==> config.mk <==
export PLATFORM = sky130hd
export DESIGN_NAME = scan_frame
export DESIGN_NICKNAME = d
export VERILOG_FILES = /design/src/rtl/scan_pkg.sv /design/src/rtl/scan_trigger.sv /design/src/rtl/scan_frame.sv
export SDC_FILE = /design/constraint.sdc
export NUM_CORES = 1
export LEC_CHECK = 0
export CAP_MARGIN = 20
export CORE_UTILIZATION = 61
export CTS_BUF_LIST = sky130_fd_sc_hd__clkbuf_8
export CTS_CLUSTER_SIZE = 10
export DETAILED_ROUTE_END_ITERATION = 12
export PLACE_DENSITY = 0.87
export SYNTH_ARGS = -nofsm -noshare
export SYNTH_HDL_FRONTEND = slang
export SYNTH_HIERARCHICAL = 1
export SYNTH_SLANG_ARGS = --single-unit
export TNS_END_PERCENT = 10
==> constraint.sdc <==
create_clock -name clk -period 6.4 [get_ports clk]
set_input_delay 0.64 -clock clk [delete_from_list [all_inputs] [get_ports clk]]
set_output_delay 0.64 -clock clk [all_outputs]
set_load 0.005 [all_outputs]
==> src/rtl/scan_pkg.sv <==
// Shared types and constant helpers for the scan-out blocks.
// State enum, beat/width math and header bit ordering.
package scan_pkg;

    typedef enum logic [1:0] {
        IDLE,
        HDR,
        DATA
    } state_t;

    localparam logic [7:0] DEF_HDR = 8'b0000_1010;

    function automatic int beats(input int width, input int lanes);
        return (width + lanes - 1) / lanes;
    endfunction

    function automatic int clog2(input int v);
        int r;
        r = 0;
        for (int i = 0; i < 31; i++) begin
            if ((1 << i) < v) r = i + 1;
        end
        return r;
    endfunction

    function automatic int max3(input int a, input int b, input int c);
        int m;
        m = (a > b) ? a : b;
        return (m > c) ? m : c;
    endfunction

    // Bit c of the result is the header bit sent on beat c.
    function automatic logic [7:0] hdr_order(input logic [7:0] pat,
                                             input int len);
        logic [7:0] r;
        r = '0;
        for (int i = 0; i < 8; i++) begin
            if (i < len)
                r = r | ((8'(pat >> (len - 1 - i)) & 8'h01) << i);
        end
        return r;
    endfunction

endpackage

==> src/rtl/scan_trigger.sv <==
// Rising-edge detector for a scan enable.
// Ports: clk, rst_n (sync, active-low), en in; trig = en & ~last_en out.
module scan_trigger
    import scan_pkg::*;
(
    input  logic clk,
    input  logic rst_n,
    input  logic en,
    output logic trig
);

    logic last_en;

    always_ff @(posedge clk) begin
        if (!rst_n) last_en <= 1'b0;
        else        last_en <= en;
    end

    assign trig = en & ~last_en;

endmodule

==> src/rtl/scan_frame.sv <==
// Serial scan-out engine: header then snapshot word over LANES pins.
// Ports: clk, rst_n, en, repeat_mode, scan_data in; scan_out, scan_valid, done out.
module scan_frame
    import scan_pkg::*;
#(
    parameter int         WIDTH       = 19,
    parameter int         LANES       = 1,
    parameter int         HDR_LEN     = 4,
    parameter logic [7:0] HDR_PATTERN = DEF_HDR,
    parameter bit         LSB_FIRST   = 1'b1
) (
    input  logic             clk,
    input  logic             rst_n,
    input  logic             en,
    input  logic             repeat_mode,
    input  logic [WIDTH-1:0] scan_data,
    output logic [LANES-1:0] scan_out,
    output logic             scan_valid,
    output logic             done
);

    localparam int BEATS = beats(WIDTH, LANES);
    localparam int CW    = clog2(max3(BEATS, HDR_LEN, 2));
    localparam int OW    = BEATS * LANES;

    localparam state_t          START    = (HDR_LEN > 0) ? HDR : DATA;
    localparam logic [CW-1:0]   HDR_LAST = CW'((HDR_LEN > 0) ? HDR_LEN - 1 : 0);
    localparam logic [CW-1:0]   DAT_LAST = CW'(BEATS - 1);
    localparam logic [7:0]      HDR_REV  = hdr_order(HDR_PATTERN, HDR_LEN);

    logic             trig;
    state_t           state, state_n;
    logic [CW-1:0]    cnt, cnt_n;
    logic [WIDTH-1:0] snap, snap_n;
    logic [OW-1:0]    ord;
    logic [LANES-1:0] out_n;
    logic             hdr_bit;

    scan_trigger u_trig (
        .clk   (clk),
        .rst_n (rst_n),
        .en    (en),
        .trig  (trig)
    );

    // Next state describes the beat that will be on the pins next cycle.
    always_comb begin
        state_n = state;
        cnt_n   = cnt;
        snap_n  = snap;
        if (trig) begin
            snap_n  = scan_data;
            cnt_n   = '0;
            state_n = START;
        end else begin
            case (state)
                HDR: begin
                    if (cnt == HDR_LAST) begin
                        cnt_n   = '0;
                        state_n = DATA;
                    end else begin
                        cnt_n = cnt + 1'b1;
                    end
                end
                DATA: begin
                    if (cnt == DAT_LAST) begin
                        cnt_n = '0;
                        if (repeat_mode && en) begin
                            snap_n  = scan_data;
                            state_n = START;
                        end else begin
                            state_n = IDLE;
                        end
                    end else begin
                        cnt_n = cnt + 1'b1;
                    end
                end
                default: ;
            endcase
        end
    end

    // Word laid out in transmit order, zero-padded to whole beats.
    always_comb begin
        ord     = OW'(LSB_FIRST ? snap_n : {<<{snap_n}});
        hdr_bit = |(HDR_REV & (8'h01 << cnt_n));
        out_n   = '0;
        case (state_n)
            HDR:     out_n = {LANES{hdr_bit}};
            DATA:    out_n = LANES'(ord >> (cnt_n * LANES));
            default: ;
        endcase
    end

    always_ff @(posedge clk) begin
        if (!rst_n) begin
            state      <= IDLE;
            cnt        <= '0;
            snap       <= '0;
            scan_out   <= '0;
            scan_valid <= 1'b0;
            done       <= 1'b0;
        end else begin
            state      <= state_n;
            cnt        <= cnt_n;
            snap       <= snap_n;
            scan_out   <= out_n;
            scan_valid <= (state_n != IDLE);
            done       <= (state_n == DATA) && (cnt_n == DAT_LAST);
        end
    end

endmodule

==> qor.txt <==
Fin. max-slew vios = 0
Die Span Y = 60.93 um
FP Rows = 21
Flop pwr share = 43.7%
First-pass DRT Iterations = 4
Mean Syn Cell Area = 7.512 um^2
Routed wire per std cell = 15.64 um
Sw frac = 30.04%
Hold WC Path Type = flip-flop to flip-flop
CTS clk-pin slew, worst paths = 70 ps
Unrepaired setup endpoints after global routing = false
Global route overflow = 0
Share of layout cells above drive strength 1 = 8.754%
Hold bufs inserted after CTS = 0
Tot Pwr = 463.5 uW
Drt drc = 0
Critical path class = flip-flop to flip-flop
Port buffer count = 25
CTS root buffer = clkbuf_8
Area grow syn2layout = 15.30%
Syn Inst Count = 282
HPWL after detailed placement = 3651 um
Worst-path cell with the longest stage delay = dfxtp_1
Nets@finish = 326
Vias post-DR = 2,112
#FFs+latches synth = 30
Setup crit end kind = flip-flop
Largest delay share family, worst path = compound AO/OA/AOI/OAI gates
Starting DRC count in detailed routing = 130
Slew margin rel. = 32.95%
Core Region = 3337 um^2
Internal = 324.2 uW
Number of enable flip-flop cells after synthesis = 0
Slowest cell delay on critical path = 980 ps
Skew final = 2.424 ps
CP required = 6560 ps
Combinational Power Share = 20.5%
CP Buf/Inv Count = 1
Post-Syn Area = 2118 um^2
Ports = 26
Via density = 6.157
Fin. Hold Viols = 0
Post-CTS Setup Bufs = 0
Crit path DAT = 3680 ps
Pleak = 0.0008745 uW
Asr flop ratio synth = 0%
Sequential area share after synthesis = 28.35%
CP Cell Sequence = inv_1 -> ha_1 -> and4bb_4 -> o32ai_4 -> nor3b_1 -> o31a_1 -> a2bb2oi_1 -> o21ai_0 -> o221ai_1 -> o311ai_2
Clock power share = 35.8%
Die area = 3712 um^2
GRT Util Overall = 30.70%
Cts bufs inserted = 5
Yosys cell types = 54
Inserted Diodes = 0
Initial antenna violation count = 0
Max-cap viol count = 0
Worst skew pair latency = 300 ps
Initial Util = 63.48%
Final WL = 5366 um
CTS tree = done
Worst-Margin Slew = 1004 ps
Worst vdd ir = 0.1446 mV
Setup crit start kind = flip-flop
CTS max path bufs = 2
P per Cell Area = 189.8 nW/um^2
Vias in the first global route = 1,898
Yosys Warn Count = 6
Status = finished, final reports clean
First-pass GRT wire length = 8286 um
Sw power = 139.2 uW
Worst-path maximum fanout = 31
Prevailing post-synth register cell = dfxtp_1
Final setup fails = 0
Net Count, Synth = 312
Largest net degree at the start of global routing = 32
Cts repair resizes = 0
GP Congestion = 0.9140
Minimum clock period = 3513 ps
Fmax = 284.6 MHz
Die X = 60.93 um
Final TNS setup = 0 ps
Worst slack at placement = 2833 ps
Clock Sink Count = 30
Fin crit share = 54.89%
H-tree Lvls = 2
Routed Antenna Nets = 0
Final worst setup slack = 2887 ps
==> path summary, 6_finish.rpt <==
path / start / slack (ps) / depth (start not counted) / endpoint
worst max-delay path: cnt[0] / 2890 / 10 / scan_out
worst min-delay path: snap[9] / 460 / 2 / snap[9]
worst max register to register: cnt[0] / 2890 / 10 / scan_out
worst min register to register: snap[9] / 460 / 2 / snap[9]
==> cells by family after synthesis <==
family,after synthesis,synth area share [%]
simple gates,118,27.94
fa+ha+maj,7,4.134
flops,30,28.35
buf+inv,30,6.025
xor+xnor,4,1.654
compound gates,83,26.94
mux,10,4.962
==> Yosys cell counts, drive strengths merged, types with 4 or more instances <==
| cell | instances | share of area [%] |
|---|---|---|
| inv | 11 | 1.9 |
| o21ai | 13 | 3.6 |
| a21oi | 32 | 7.6 |
| buf | 5 | 1.6 |
| ha | 7 | 4.1 |
| nand2 | 50 | 8.9 |
| mux2i | 6 | 2.8 |
| nor3 | 5 | 1.2 |
| nor2 | 26 | 4.6 |
| o22ai | 6 | 1.8 |
| o221ai | 7 | 2.9 |
| mux2 | 4 | 2.1 |
| nor3b | 5 | 1.8 |
| clkbuf | 14 | 2.5 |
| and2 | 5 | 1.6 |
| nand3 | 5 | 1.2 |
| dfxtp | 30 | 28 |
| o211ai | 7 | 2.5 |
==> per-layer routing <==
metal  vias up  track usage, %  wire (um)
li1       1041               -          -
met1       996           36.22       2364
met2        64           53.85       2598
met3        11           7.036        294
met4         0           12.01        109
met5         -               0          0
==> registers in the layout (all words and copies together), names as in the netlist <==
signal,flops
cnt,5
done,1
scan_out,1
scan_valid,1
snap,19
state,2
u_trig/last_en,1
==> worst register-to-register path, cell delays in order, from the launching register on <==
cell and delay (ps):
dfxtp_1 980, inv_1 190, ha_1 290, and4bb_4 220
o32ai_4 520, nor3b_1 290, o31a_1 160, a2bb2oi_1 180
o21ai_0 130, o221ai_1 260, o311ai_2 150
==> power by group through the flow <==
stage          Combinational (uW)  Sequential [uW]  Clock, uW
2_1_floorplan                62.9              204          0
3_5_place_dp                 93.6              207          0
3_3_place_gp                 91.2              206          0
5_1_grt                       105              203        175
6_report                     94.9              203        166
4_1_cts                      94.1              202        167
==> through the flow <==
stage,utilization (%),instances,area [um^2],hold WS (ps)
after floorplan,-,282,2118,428.4
after global placement,70.34,335,2347,437.2
after detailed placement,70.34,335,2347,444.3
after CTS,73.19,343,2442,458.0
after global routing,73.19,343,2442,466.6
final,73.19,343,2442,456.0
==> area by class of cell <==
| class | count | area, um^2 |
|---|---|---|
| Sequential cell | 30 | 600.6 |
| Clock buffer | 6 | 82.58 |
| Multi-Input combinational cell | 222 | 1390 |
| Fill cell | 289 | 894.6 |
| Clock inverter | 2 | 12.51 |
| Tap cell | 46 | 57.56 |
| Inverter | 11 | 41.29 |
| Timing Repair Buffer | 26 | 257.7 |
==> layout by cell type, fill, tap and decap left out, types with 7 or more instances in the layout <==
cell / instances
nand2_1: 50
a21oi_1: 32
dfxtp_1: 30
nor2_1: 26
clkdlybuf4s50_1: 25
inv_1: 11
o21ai_0: 10
o211ai_1: 7
o221ai_1: 7
ha_1: 7
(Power assumes the default switching activity.)
